**src/rtl/freq_gate_pkg.sv**
```systemverilog
// Shared types and constants for the frequency-counter gate sequencer.
//   fsm_state_e  : sequencer states
//   GSEL_*       : gate_sel encodings (gate length selector)
//   DIV_*        : divisors applied to CLK_HZ for each gate length
//   gate_period  : gate length in clock cycles for a given selector
package freq_gate_pkg;

   typedef enum logic [2:0] {
      ST_IDLE,
      ST_CLEAR,
      ST_GATE,
      ST_SETTLE,
      ST_LATCH
   } fsm_state_e;

   localparam logic [1:0] GSEL_1S    = 2'd0;
   localparam logic [1:0] GSEL_100MS = 2'd1;
   localparam logic [1:0] GSEL_10MS  = 2'd2;
   localparam logic [1:0] GSEL_1MS   = 2'd3;

   localparam int unsigned DIV_1S    = 1;
   localparam int unsigned DIV_100MS = 10;
   localparam int unsigned DIV_10MS  = 100;
   localparam int unsigned DIV_1MS   = 1000;

   // Saturated 8-digit BCD count reported by the external counters.
   localparam logic [31:0] OVF_VAL = 32'h9999_9999;

   function automatic int unsigned gate_period(input int unsigned clk_hz,
                                               input logic [1:0]  sel);
      int unsigned p;
      p = clk_hz / DIV_1S;
      case (sel)
         GSEL_1S:    p = clk_hz / DIV_1S;
         GSEL_100MS: p = clk_hz / DIV_100MS;
         GSEL_10MS:  p = clk_hz / DIV_10MS;
         GSEL_1MS:   p = clk_hz / DIV_1MS;
         default:    p = clk_hz / DIV_1S;
      endcase
      return p;
   endfunction

endpackage

```
**src/rtl/gate_timer.sv**
```systemverilog
// Gate-length down-counter.
//   clk_25MHz : clock
//   reset     : synchronous active-high, clears the count
//   load      : load value (period-1) into the counter
//   value     : load value
//   en        : count down by one per cycle, holding at zero
//   done      : count is zero (last gate cycle when counting)
module gate_timer #(
   parameter int unsigned W = 26
) (
   input  logic         clk_25MHz,
   input  logic         reset,
   input  logic         load,
   input  logic [W-1:0] value,
   input  logic         en,
   output logic         done
);

   logic [W-1:0] cnt_q;

   always_ff @(posedge clk_25MHz) begin
      if (reset)
         cnt_q <= '0;
      else if (load)
         cnt_q <= value;
      else if (en && (cnt_q != '0))
         cnt_q <= cnt_q - 1'b1;
   end

   assign done = (cnt_q == '0);

endmodule

```
**src/rtl/freq_gate_seq.sv**
```systemverilog
// Measurement sequencer for two external BCD frequency counters:
// clear -> gate (selected period) -> settle -> latch, repeating while run=1.
//   clk_25MHz, reset     : clock, synchronous active-high reset
//   run                  : level request for back-to-back measurements
//   gate_sel             : gate length (CLK_HZ / 1, 10, 100, 1000 cycles)
//   mode_a, mode_b       : 1 = channel measures frequency, 0 = channel idle
//   cnt_a, cnt_b         : BCD counts from the external counters
//   gate_a, gate_b, clr  : counter enable / clear
//   res_a, res_b         : latched BCD results
//   res_valid            : one-cycle pulse coincident with a result update
//   ovf_a, ovf_b         : latched result is 9999_9999
//   gate_code            : gate_sel used for the current results
//   busy                 : sequencer not idle
module freq_gate_seq
   import freq_gate_pkg::*;
#(
   parameter int unsigned CLK_HZ     = 25_000_000,
   parameter int unsigned CLR_CYC    = 4,
   parameter int unsigned SETTLE_CYC = 8
) (
   input  logic        clk_25MHz,
   input  logic        reset,
   input  logic        run,
   input  logic [1:0]  gate_sel,
   input  logic        mode_a,
   input  logic        mode_b,
   input  logic [31:0] cnt_a,
   input  logic [31:0] cnt_b,
   output logic        gate_a,
   output logic        gate_b,
   output logic        clr,
   output logic [31:0] res_a,
   output logic [31:0] res_b,
   output logic        res_valid,
   output logic        ovf_a,
   output logic        ovf_b,
   output logic [1:0]  gate_code,
   output logic        busy
);

   localparam int unsigned TW = $clog2(CLK_HZ) + 1;

   fsm_state_e    state_q, state_n;
   logic [15:0]   cyc_q, cyc_n;
   logic [1:0]    sel_q;
   logic          ma_q, mb_q;
   logic          capture;
   logic          t_load, t_en, t_done;
   logic [TW-1:0] t_value;
   logic [31:0]   lat_a, lat_b;

   gate_timer #(.W(TW)) u_gate_timer (
      .clk_25MHz (clk_25MHz),
      .reset     (reset),
      .load      (t_load),
      .value     (t_value),
      .en        (t_en),
      .done      (t_done)
   );

   assign t_value = TW'(gate_period(CLK_HZ, sel_q) - 1);
   assign t_en    = (state_q == ST_GATE);

   always_comb begin
      state_n = state_q;
      cyc_n   = cyc_q;
      capture = 1'b0;
      t_load  = 1'b0;
      case (state_q)
         ST_IDLE: begin
            if (run) begin
               state_n = ST_CLEAR;
               cyc_n   = 16'(CLR_CYC - 1);
               capture = 1'b1;
            end
         end
         ST_CLEAR: begin
            if (!run)
               state_n = ST_IDLE;
            else if (cyc_q == '0) begin
               state_n = ST_GATE;
               t_load  = 1'b1;
            end else
               cyc_n = cyc_q - 16'd1;
         end
         ST_GATE: begin
            if (!run)
               state_n = ST_IDLE;
            else if (t_done) begin
               state_n = ST_SETTLE;
               cyc_n   = 16'(SETTLE_CYC - 1);
            end
         end
         ST_SETTLE: begin
            if (!run)
               state_n = ST_IDLE;
            else if (cyc_q == '0)
               state_n = ST_LATCH;
            else
               cyc_n = cyc_q - 16'd1;
         end
         ST_LATCH: begin
            if (run) begin
               state_n = ST_CLEAR;
               cyc_n   = 16'(CLR_CYC - 1);
               capture = 1'b1;
            end else
               state_n = ST_IDLE;
         end
         default: state_n = ST_IDLE;
      endcase
   end

   // Value each result register takes on latch; idle channels keep theirs.
   always_comb begin
      lat_a = ma_q ? cnt_a : res_a;
      lat_b = mb_q ? cnt_b : res_b;
   end

   // Outputs are registered from the next-state decode so they line up with
   // the state register. The result load happens on the edge entering LATCH,
   // so res_x and res_valid change together during the LATCH cycle.
   always_ff @(posedge clk_25MHz) begin
      if (reset) begin
         state_q   <= ST_IDLE;
         cyc_q     <= '0;
         sel_q     <= '0;
         ma_q      <= 1'b0;
         mb_q      <= 1'b0;
         gate_a    <= 1'b0;
         gate_b    <= 1'b0;
         clr       <= 1'b0;
         res_valid <= 1'b0;
         busy      <= 1'b0;
         res_a     <= '0;
         res_b     <= '0;
         ovf_a     <= 1'b0;
         ovf_b     <= 1'b0;
         gate_code <= '0;
      end else begin
         state_q   <= state_n;
         cyc_q     <= cyc_n;
         if (capture) begin
            sel_q <= gate_sel;
            ma_q  <= mode_a;
            mb_q  <= mode_b;
         end
         gate_a    <= (state_n == ST_GATE) && ma_q;
         gate_b    <= (state_n == ST_GATE) && mb_q;
         clr       <= (state_n == ST_CLEAR);
         res_valid <= (state_n == ST_LATCH);
         busy      <= (state_n != ST_IDLE);
         if (state_n == ST_LATCH) begin
            res_a     <= lat_a;
            res_b     <= lat_b;
            ovf_a     <= (lat_a == OVF_VAL);
            ovf_b     <= (lat_b == OVF_VAL);
            gate_code <= sel_q;
         end
      end
   end

endmodule
```
**config.mk**
```make
export PLATFORM = sky130hd
export DESIGN_NAME = freq_gate_seq
export DESIGN_NICKNAME = d
export VERILOG_FILES = /design/src/rtl/freq_gate_pkg.sv /design/src/rtl/gate_timer.sv /design/src/rtl/freq_gate_seq.sv
export SDC_FILE = /design/constraint.sdc
export NUM_CORES = 1
export LEC_CHECK = 0
export ABC_AREA = 1
export BUFFER_PORTS_ARGS = -buffer_cell sky130_fd_sc_hd__buf_4
export CORE_MARGIN = 5
export CORE_UTILIZATION = 59
export DETAILED_ROUTE_END_ITERATION = 10
export MAX_ROUTING_LAYER = met4
export PLACE_DENSITY = 0.86
export REMOVE_ABC_BUFFERS = 1
export SLEW_MARGIN = 20
export SYNTH_ARGS = -nofsm -noshare
export SYNTH_HDL_FRONTEND = slang
export SYNTH_SLANG_ARGS = --single-unit
```
**constraint.sdc**
```tcl
create_clock -name clk_25MHz -period 6.8 [get_ports clk_25MHz]
set_input_delay 1.36 -clock clk_25MHz [delete_from_list [all_inputs] [get_ports clk_25MHz]]
set_output_delay 1.36 -clock clk_25MHz [all_outputs]
set_load 0.01 [all_outputs]
```
* Yosys cells after proc, flatten, opt, wreduce, memory -nomap -nowiden
Index checks and enable logic that the tools add are counted.
** Storage, ports and cells
- Register bits after elaboration :: 122
** Cells by class
- $add $sub $neg :: 3
- Equal/unequal tests :: 17
- Multiplexer cells :: 25
- Reduce and logical (&&, ||, !) cells :: 14
** Operator list (count)
- $pmux W26 S4 :: 1
- $mux W16 :: 5
- $eq A32 B32 Y1 const B :: 2
- $mux W32 :: 2
- $mux W26 :: 2
- $sub A26 B1 Y26 const B :: 2
- $pmux W16 S3 :: 1
- $logic_not A26 Y1 :: 1
- $reduce_bool A26 Y1 :: 1
- $mux W3 :: 7
- $logic_not A16 Y1 :: 1
- $sub A16 B1 Y16 const B :: 1
- $pmux W3 S5 :: 1
- $eq A3 B2 Y1 const B :: 3
- $eq A3 B1 Y1 const B :: 2
- $eq A3 B3 Y1 const B :: 2
- $mux W1 :: 6
- $ne A2 B2 Y1 const B :: 3
- $reduce_and A6 Y1 :: 1
- $reduce_bool A3 Y1 :: 2
- $eq A2 B2 Y1 const B :: 2
- $ne A2 B1 Y1 const B :: 2
- $reduce_or A2 Y1 :: 2
- $logic_and A1 B1 Y1 :: 3
- other kinds (4) :: 4

* Longest topological paths before layout
Gate-level depths: netlist of run 1.
- Depth after elaboration :: 6
- Mapped depth :: 20
- Gate-level depth less buffers :: 19

* Cells and area by module
A second synthesis of run 1 with hierarchy kept.
** Second synthesis, totals
- Cell total of the unflattened synthesis :: 1280
- Area, all modules :: 7664.9 um2
** Modules (own cells, without submodules)
- freq_gate_seq :: seq. area each 1921.8 um2, area each 5645.4 um2, times used 1, cells an instance 923
- gate_timer :: seq. area each 520.5 um2, area each 2019.4 um2, times used 1, cells an instance 357

* Worst setup path before layout of run 1
Ideal clock, no wire load.
- Path kind :: input -> register
- From :: input run
- To :: register u_gate_timer.cnt_q[24]
- Buffers on the path :: 0
- Required time :: 6.686 ns
- Stages :: 14
- Slack :: 3.818 ns
- Arrival time :: 2.868 ns
- Cell sequence :: nand3_1 -> nor2_1 -> nand3_4 -> nand2_1 -> ha_1 -> nand2_2 -> nor2_4 -> inv_1 -> nor2_2 -> nand2_2 -> nor2_2 -> nand2_1 -> o21bai_1 -> nor2_1
** On the way
- Longest elaborated chain between the ends :: 3
- Elaborated cells between the ends (all ways) :: 4
** Ends and longest elaborated chain
- from (decl) :: line freq_gate_seq.sv:23 : input logic run,
- $mux W1 * :: line freq_gate_seq.sv:78 : if (!run)
- $mux W1 * :: line freq_gate_seq.sv:69 : case (state_q)
- $mux W26 or $reduce_bool A2 Y1 (tied branches)
- to (signal assigned) :: line gate_timer.sv:25 : cnt_q <= value;
- to (signal assigned) :: line gate_timer.sv:27 : cnt_q <= cnt_q - 1'b1;
- to (decl) :: line gate_timer.sv:19 : logic [W-1:0] cnt_q;
Mark *: on every way between the ends. The rest lies on a longest branch, timed or not.
A chain may end at the register's enable or synchronous reset.

* Worst setup path in the final report of run 1
- From :: input run
- To :: register res_a[13]
** On the way
- Longest elaborated chain between the ends :: 3
- Elaborated cells between the ends (all ways) :: 7
** Ends and longest elaborated chain
- $mux W1 (tied with other cells) :: line freq_gate_seq.sv:103 : if (run) begin
- $pmux W3 S5 * :: line freq_gate_seq.sv:69
- $eq A3 B3 Y1 * :: line freq_gate_seq.sv:153 : if (state_n == ST_LATCH) begin
- to (signal assigned) :: line freq_gate_seq.sv:154 : res_a <= lat_a;
- to (decl) :: line freq_gate_seq.sv:32 : output logic [31:0] res_a,
Marks and branches as above.

==> results_tabular.tex, run 1 <==
\begin{tabular}{lr}
\hline
Metric & Value \\
\hline
\multicolumn{2}{l}{\textbf{Timing}} \\
\quad Peak Freq & 0.271 GHz \\
\quad Setup repair after global routing missed its margin & false \\
\quad Final WS setup & 3.10 ns \\
\quad Worst-Margin Slew & 1.09 ns \\
\quad Final number of hold-violating endpoints & 0 \\
\quad Setup Viol. Count Final & 0 \\
\quad Worst slew slack as a fraction of its limit & 0.271 \\
\quad Final critical-path share of the clock period & 0.543 \\
\quad Min cycle time layout & 3.70 ns \\
\quad Clock Skews & 0.00610 ns \\
\quad Hold Worst Slack & 0.467 ns \\
\quad Max Transition Viols Final & 0 \\
\quad Final total negative setup slack & 0 ns \\
\multicolumn{2}{l}{\textbf{Finish}} \\
\quad Sequential cell area & 2440 um2 \\
\quad Area added between synthesis and finish & 26.1\% \\
\quad Ratio of cells with drive above 1 in the final layout & 0.206 \\
\quad Area used by multi-input combinational logic & 3510 um2 \\
\quad Net count of the finished layout & 1184 \\
\quad Post-route core utilization & 0.766 \\
\quad Antenna diode count & 0 \\
\quad Number of fill cells in the layout & 834 \\
\multicolumn{2}{l}{\textbf{Synthesis}} \\
\quad Fraction of synthesized cell area taken by the top area cell type & 0.367 \\
\quad Post-synthesis cell type with the largest combined area & dfxtp\_1 \\
\quad Library cells used by synthesis & 38 \\
\quad Most frequent cells after synthesis & nand2\_1, inv\_1, o21ai\_0 \\
\quad Leading post-synthesis cells by cell area & dfxtp\_1, nand2\_1, o21ai\_0, inv\_1, a21oi\_1 \\
\quad Top FF cell, synth & dfxtp\_1 \\
\quad Combined area of all synthesized cells & 6650 um2 \\
\quad FF+latch count, synth & 122 \\
\quad Top-count cell post-synth & nand2\_1 \\
\quad Share of flip-flops with an asynchronous set or reset & 0 \\
\quad Number of flops mapped to enable cells by yosys & 0 \\
\quad Proportion of synthesized chip area in sequential cells & 0.367 \\
\quad Cells after Synth & 986 \\
\quad Avg Synthesized Cell Area & 6.74 um2 \\
\quad Number of warnings reported in the yosys synthesis log & 0 \\
\multicolumn{2}{l}{\textbf{CTS}} \\
\quad Clock-pin transition on the worst setup and hold timing paths & 0.06 ns \\
\quad Post-CTS Hold Fix Bufs & 0 \\
\quad Total number of clock tree sinks & 122 \\
\quad Clock tree from TritonCTS & built \\
\quad Number of buffers added by the clock tree synthesis step & 17 \\
\quad CTS root buffer & clkbuf\_16 \\
\quad Clock buffer depth & 2 \\
\quad Total number of H-tree levels & 4 \\
\quad Resized Gates After CTS & 0 \\
\quad Number of setup buffers added after CTS & 0 \\
\quad Insertion delay to the later sink of the worst-skew pair & 0.42 ns \\
\multicolumn{2}{l}{\textbf{Global route}} \\
\quad Wire length of the first global-routing pass & 31.4 mm \\
\quad Number of antenna violations at the first check in global routing & 0 \\
\quad Overflow left after global routing & 0 \\
\quad Vias in the first global route & 6715 \\
\quad GR Util met2 & 0.501 \\
\quad All-Layer GR Usage & 0.303 \\
\quad Most crowded layer after global routing & met2 \\
\quad Met1 usage in global routing & 0.335 \\
\quad Largest net degree at the start of global routing & 88 \\
\quad Met3 usage & 0.107 \\
\multicolumn{2}{l}{\textbf{Placed design}} \\
\quad DP Wirelength & 13.1 mm \\
\quad Post-Place Worst Slack & 2.77 ns \\
\quad Final estimated routing congestion in global placement & 0.951 \\
\quad I/O Buffers & 143 \\
\multicolumn{2}{l}{\textbf{Power and ir drop}} \\
\quad Leak Pwr & 4.04 nW \\
\quad Maximum VDD drop & 0.000206 V \\
\quad Cell area power density & 268 nW/um2 \\
\multicolumn{2}{l}{\textbf{Setup path}} \\
\quad Crit Path Category & primary input to register \\
\quad Required time worst endpoint & 7.12 ns \\
\quad Worst Setup End Kind & register \\
\quad Arrival time of the worst setup path & 4.01 ns \\
\quad Peak fanout along the critical path & 87 \\
\quad Kind of start point of the critical path & primary input \\
\quad Worst-case reg-to-reg path depth & 12 \\
\multicolumn{2}{l}{\textbf{Outcome}} \\
\quad Result of the run & finished clean \\
\multicolumn{2}{l}{\textbf{Floorplanning}} \\
\quad Total Die Area & 13500 um2 \\
\quad Die H & 116 um \\
\quad Die width & 116 um \\
\quad Number of rows in the core area & 38 \\
\quad Number of ports placed on the die boundary & 144 \\
\quad Core Box Area & 10900 um2 \\
\quad Initial Utilization & 0.608 \\
\multicolumn{2}{l}{\textbf{Drt}} \\
\quad Remaining design rule violation count & 0 \\
\quad Final WL & 19.4 mm \\
\quad Average routed wire per standard cell & 15.4 um \\
\quad Detail-routed via count per cell & 5.53 \\
\quad Total number of vias & 6957 \\
\quad DRC violation total after the first TritonRoute iteration & 609 \\
\quad Count of TritonRoute iterations in the first routing pass & 7 \\
\quad Antenna viol nets, final & 0 \\
\multicolumn{2}{l}{\textbf{Hold path}} \\
\quad Path category of the worst min-delay check & register to register \\
\quad Number of cells on the worst hold path & 2 \\
\multicolumn{2}{l}{\textbf{Job}} \\
\quad \# Max-Cap Violations & 0 \\
\hline
\end{tabular}
-- layout by cell type, fill, tap and decap left out, types with 2 or more instances in the layout --
cell / n
nor2_1: 88
xnor2_1: 4
inv_1: 128
clkbuf_1: 3
o211ai_1: 4
o21a_1: 11
nand2_1: 186
nor2_2: 14
nand4_1: 20
or2_2: 10
a211oi_1: 11
clkbuf_8: 3
dfxtp_1: 122
clkinvlp_4: 2
xor2_1: 5
clkbuf_16: 17
mux2i_1: 13
a21oi_1: 85
nand2_4: 2
nor2_4: 9
buf_4: 148
a31oi_1: 3
nand3_1: 31
inv_2: 4
ha_1: 7
clkinv_4: 2
nor4_1: 14
nor3_1: 15
o21ai_0: 126
nand2_2: 10
bufinv_16: 4
o21bai_1: 3
nand3b_1: 5
-- metal layers --
| layer | wire length [um] | up-vias | share of wire |
|---|---|---|---|
| met1 | 7670 | 3154 | 0.40 |
| met2 | 9330 | 276 | 0.48 |
| met3 | 1780 | 55 | 0.092 |
| met5 | 0 | - | 0 |
| met4 | 584 | 0 | 0.030 |
| li1 | - | 3472 | - |
-- state kept, by name, indices dropped and copies added, names as in the netlist --
name                flops
mb_q                    1
gate_b                  1
ma_q                    1
cyc_q                  16
busy                    1
gate_a                  1
ovf_a                   1
state_q                 3
sel_q                   2
ovf_b                   1
res_valid               1
clr                     1
res_b                  32
res_a                  32
u_gate_timer.cnt_q     26
gate_code               2
-- power breakdown --
group	internal [mW]	switching, mW
registers	0.738	0.0242
clock network	0.645	0.332
logic	0.185	0.324
-- worst max-delay path, cell delays in order --
cell and delay, ns:
buf_4 0.09, nand3_1 0.15, nor3_4 0.20, buf_4 0.63, clkinv_1 0.76, buf_4 0.46
a211oi_1 0.30
-- cell type report --
class,instances,share of cell area
Multi-Input combinational cell,684,0.419
Sequential cell,122,0.291
Timing Repair Buffer,148,0.133
Inverter,133,0.0596
Clock buffer,23,0.0570
Tap cell,140,0.0209
Clock inverter,9,0.0193
-- path summary, 6_finish.rpt --
| kind | endpoint | slack [ns] | start |
|---|---|---|---|
| setup / recovery | res_a[13] | 3.10 | run |
| hold / removal | res_a[22] | 0.47 | res_a[22] |
| setup reg to reg | res_a[13] | 3.12 | cyc_q[0] |
| hold reg to reg | res_a[22] | 0.47 | res_a[22] |
-- kinds of logic (layout without fill, tap and decap cells) --
group	Yosys count	after routing	synth area share
buf+inv	180	313	0.105
xor+xnor	9	9	0.0119
fa+ha+maj	7	7	0.0132
compound gates	245	245	0.196
flops	122	122	0.367
simple gates	410	410	0.287
mux	13	13	0.0196
-- per-stage QoR --
stage	instance area, um2	std cells	total power, mW
CTS	8380	1259	2.25
finish	8380	1259	2.25
detailed placement	7740	1227	1.27
global placement	7740	1227	1.26
floorplan	6450	939	1.14
global route	8380	1259	2.36
Note: power is estimated with default switching activity, not from simulation.
==> run 2: changes to the inputs <==
--- a/config.mk
+++ b/config.mk
@@ -5,13 +5,13 @@
 export SDC_FILE = /design/constraint.sdc
 export NUM_CORES = 1
 export LEC_CHECK = 0
-export ABC_AREA = 1
+export ABC_AREA = 0
 export BUFFER_PORTS_ARGS = -buffer_cell sky130_fd_sc_hd__buf_4
 export CORE_MARGIN = 5
-export CORE_UTILIZATION = 59
+export CORE_UTILIZATION = 48
 export DETAILED_ROUTE_END_ITERATION = 10
 export MAX_ROUTING_LAYER = met4
-export PLACE_DENSITY = 0.86
+export PLACE_DENSITY = 0.76
 export REMOVE_ABC_BUFFERS = 1
 export SLEW_MARGIN = 20
 export SYNTH_ARGS = -nofsm -noshare
==> constraint.sdc (replaced) <==
create_clock -name clk_25MHz -period 2.97 [get_ports clk_25MHz]
set_input_delay 0.594 -clock clk_25MHz [delete_from_list [all_inputs] [get_ports clk_25MHz]]
set_output_delay 0.594 -clock clk_25MHz [all_outputs]
set_load 0.01 [all_outputs]
==> run 2 against run 1 <==
  * Cell count is 20% lower
  * Synthesized cell count is 28% lower
  * Register-to-register slack worse by 2.9 ns
  * Wire length is 13% lower
  * Clock power is 110% higher
  * Setup slack worse by 2.9 ns
  * Critical endpoint is now u_gate_timer.cnt_q[22]
  * Highest routed layer unchanged
==> results_tabular.tex, run 2 <==
\begin{tabular}{lr}
\hline
Metric & Value \\
\hline
\multicolumn{2}{l}{\textbf{Timing}} \\
\quad Peak Freq & 0.361 GHz \\
\quad Hold Worst Slack & 0.402 ns \\
\quad Max Transition Viols Final & 0 \\
\quad Final number of hold-violating endpoints & 0 \\
\quad Final total negative setup slack & 0 ns \\
\quad Setup repair after global routing missed its margin & false \\
\quad Worst slew slack as a fraction of its limit & 0.493 \\
\quad Setup Viol. Count Final & 0 \\
\quad Worst-Margin Slew & 0.757 ns \\
\quad Final WS setup & 0.200 ns \\
\quad Clock Skews & 0.00782 ns \\
\quad Min cycle time layout & 2.77 ns \\
\quad Final critical-path share of the clock period & 0.933 \\
\multicolumn{2}{l}{\textbf{CTS}} \\
\quad Clock tree from TritonCTS & built \\
\quad Clock buffer depth & 2 \\
\quad Total number of clock tree sinks & 122 \\
\quad Total number of H-tree levels & 4 \\
\quad Insertion delay to the later sink of the worst-skew pair & 0.42 ns \\
\quad CTS root buffer & clkbuf\_16 \\
\quad Number of buffers added by the clock tree synthesis step & 17 \\
\quad Clock-pin transition on the worst setup and hold timing paths & 0.05 ns \\
\multicolumn{2}{l}{\textbf{Drt}} \\
\quad Average routed wire per standard cell & 16.8 um \\
\quad Remaining design rule violation count & 0 \\
\quad DRC violation total after the first TritonRoute iteration & 450 \\
\quad Detail-routed via count per cell & 5.84 \\
\quad Count of TritonRoute iterations in the first routing pass & 5 \\
\quad Final WL & 16.9 mm \\
\quad Antenna viol nets, final & 0 \\
\quad Total number of vias & 5856 \\
\multicolumn{2}{l}{\textbf{Power and ir drop}} \\
\quad Net switching power figure & 2.58 mW \\
\quad Sequential cell fraction of total power & 0.312 \\
\quad Internal Power & 4.14 mW \\
\quad Sw Ratio & 0.384 \\
\quad Cell area power density & 899 nW/um2 \\
\quad Maximum VDD drop & 0.000510 V \\
\quad Leak Pwr & 2.91 nW \\
\quad Gate power share & 0.385 \\
\quad Clock power share & 0.303 \\
\quad Power consumption & 6.72 mW \\
\multicolumn{2}{l}{\textbf{Finish}} \\
\quad Most frequent cells in the layout & nand2\_1, buf\_4, dfxtp\_1, a21oi\_1, nor2\_1 \\
\quad Number of fill cells in the layout & 969 \\
\quad Cell area after layout & 7470 um2 \\
\quad Most common cell after layout, fill and taps aside & nand2\_1 \\
\quad Antenna diode count & 0 \\
\quad Net count of the finished layout & 926 \\
\quad Area added between synthesis and finish & 30.7\% \\
\quad Ratio of cells with drive above 1 in the final layout & 0.245 \\
\quad Largest registers & res\_a x32, res\_b x32, u\_gate\_timer.cnt\_q x26 \\
\multicolumn{2}{l}{\textbf{Global route}} \\
\quad Number of antenna violations at the first check in global routing & 0 \\
\quad Wire length of the first global-routing pass & 27.6 mm \\
\quad All-Layer GR Usage & 0.246 \\
\quad Largest net degree at the start of global routing & 67 \\
\quad Overflow left after global routing & 0 \\
\quad Vias in the first global route & 5713 \\
\multicolumn{2}{l}{\textbf{Synthesis}} \\
\quad Avg Synthesized Cell Area & 8.01 um2 \\
\quad Fraction of synthesized cell area taken by the top area cell type & 0.427 \\
\quad Library cells used by synthesis & 64 \\
\quad Cells after Synth & 714 \\
\quad Most frequent cells after synthesis & nand2\_1, dfxtp\_1, a21oi\_1 \\
\quad Proportion of synthesized chip area in sequential cells & 0.427 \\
\quad Post-synthesis cell type with the largest combined area & dfxtp\_1 \\
\quad Combined area of all synthesized cells & 5720 um2 \\
\quad Top-count cell post-synth & nand2\_1 \\
\quad Number of flops mapped to enable cells by yosys & 0 \\
\quad Leading post-synthesis cells by cell area & dfxtp\_1, nand2\_1, a21oi\_1, nor2\_1, nor4\_1 \\
\quad FF+latch count, synth & 122 \\
\quad Share of flip-flops with an asynchronous set or reset & 0 \\
\quad Number of warnings reported in the yosys synthesis log & 0 \\
\quad Top FF cell, synth & dfxtp\_1 \\
\multicolumn{2}{l}{\textbf{Placed design}} \\
\quad Final estimated routing congestion in global placement & 0.942 \\
\quad I/O Buffers & 143 \\
\quad Post-Place Worst Slack & 0.0861 ns \\
\quad Placed cell areas & 6860 um2 \\
\quad DP Wirelength & 12.1 mm \\
\multicolumn{2}{l}{\textbf{Hold path}} \\
\quad Number of cells on the worst hold path & 2 \\
\quad Hold path startpoint & run \\
\quad Path category of the worst min-delay check & primary input to register \\
\quad Endpoint, Worst Hold & cyc\_q[2] \\
\multicolumn{2}{l}{\textbf{Setup path}} \\
\quad Required time worst endpoint & 3.25 ns \\
\quad Launch point of the worst reg-to-reg path & cyc\_q[11] \\
\quad Worst Setup End Kind & register \\
\quad Worst-case reg-to-reg path depth & 10 \\
\quad R2r setup slk & 0.20 ns \\
\quad Reg-to-Reg End & u\_gate\_timer.cnt\_q[22] \\
\quad Crit Path Category & register to register \\
\quad Peak fanout along the critical path & 6 \\
\quad Arrival time of the worst setup path & 3.05 ns \\
\quad Kind of start point of the critical path & register \\
\multicolumn{2}{l}{\textbf{Job}} \\
\quad \# Max-Cap Violations & 0 \\
\multicolumn{2}{l}{\textbf{Floorplanning}} \\
\quad Die width & 119 um \\
\quad Initial Utilization & 0.494 \\
\quad Number of ports placed on the die boundary & 144 \\
\quad Core Box Area & 11600 um2 \\
\quad Die H & 119 um \\
\quad Total Die Area & 14200 um2 \\
\quad Number of rows in the core area & 39 \\
\multicolumn{2}{l}{\textbf{Outcome}} \\
\quad Result of the run & finished clean \\
\hline
\end{tabular}
## run 2: cells by family after synthesis
family,Yosys count,share of synthesized area
DFF,122,0.427
AOI/OAI and AO/OA,158,0.169
and+or+nand+nor,351,0.306
muxes,2,0.00350
buffers and inverters,49,0.0405
xor gates and xnor gates,25,0.0383
adders and majority gates,7,0.0153
## run 2: final cells by class
class / count / area, um2 / share of cell area
clock buffers: 20 / 467 / 0.0625
clock inverters: 11 / 120 / 0.0161
inverters: 8 / 30.0 / 0.00402
multi-input cells: 543 / 3060 / 0.410
flip-flops and latches: 122 / 2440 / 0.327
well taps: 143 / 179 / 0.0239
repair buffers: 156 / 1170 / 0.157
## run 2: worst max-delay path by stage
stage               from                     end  slack (ns)  depth (start not counted)
2_1_floorplan  cyc_q[11]   u_gate_timer.cnt_q[6]        0.16                          8
3_3_place_gp    cyc_q[0]   u_gate_timer.cnt_q[8]        0.22                         11
3_5_place_dp    cyc_q[0]  u_gate_timer.cnt_q[14]        0.09                         11
4_1_cts         cyc_q[0]  u_gate_timer.cnt_q[14]        0.07                         11
5_1_grt         cyc_q[0]  u_gate_timer.cnt_q[24]        0.02                         12
6_report       cyc_q[11]  u_gate_timer.cnt_q[22]        0.20                         10
## run 2: metrics by stage
| step | instances | utilization |
|---|---|---|
| 2_1_floorplan | 673 | - |
| 3_3_place_gp | 971 | 0.593 |
| 3_5_place_dp | 971 | 0.593 |
| 4_1_cts | 1002 | 0.644 |
| 5_1_grt | 1003 | 0.646 |
| 6_report | 1003 | 0.646 |
## run 2: layer usage
metal | part of all wire | vias to the layer above | GRT usage | wire [um]
li1 | - | 2796 | - | -
met1 | 0.41 | 2769 | 0.291 | 6850
met2 | 0.48 | 258 | 0.388 | 8130
met3 | 0.097 | 33 | 0.0943 | 1640
met4 | 0.016 | 0 | 0.0768 | 266
met5 | 0 | - | - | 0
## run 2: power by group through the flow
| stage | Combinational (mW) | Clock, mW | Sequential [mW] |
|---|---|---|---|
| after floorplan | 1.78 | 0 | 2.06 |
| after global placement | 2.37 | 0 | 2.10 |
| after detailed placement | 2.44 | 0 | 2.12 |
| after CTS | 2.45 | 2.07 | 2.09 |
| after global routing | 2.86 | 2.15 | 2.13 |
| final | 2.58 | 2.04 | 2.10 |
## run 2: repair_timing
action / 4_1_cts / 5_1_grt
gates resized for setup: 0 / 5
endpoints found under the setup margin: 0 / 11
setup buffers: 0 / 1
hold buffers: 0 / 0
## run 2: worst max-delay path, cell delays in order, from the launching register on
cell,delay (ns)
dfxtp_1,0.35
or3_1,0.42
or2_4,0.27
or4_4,0.50
nand2_1,0.09
ha_2,0.23
nand4_1,0.09
buf_4,0.20
nor4_1,0.23
xnor2_1,0.16
a21oi_1,0.09
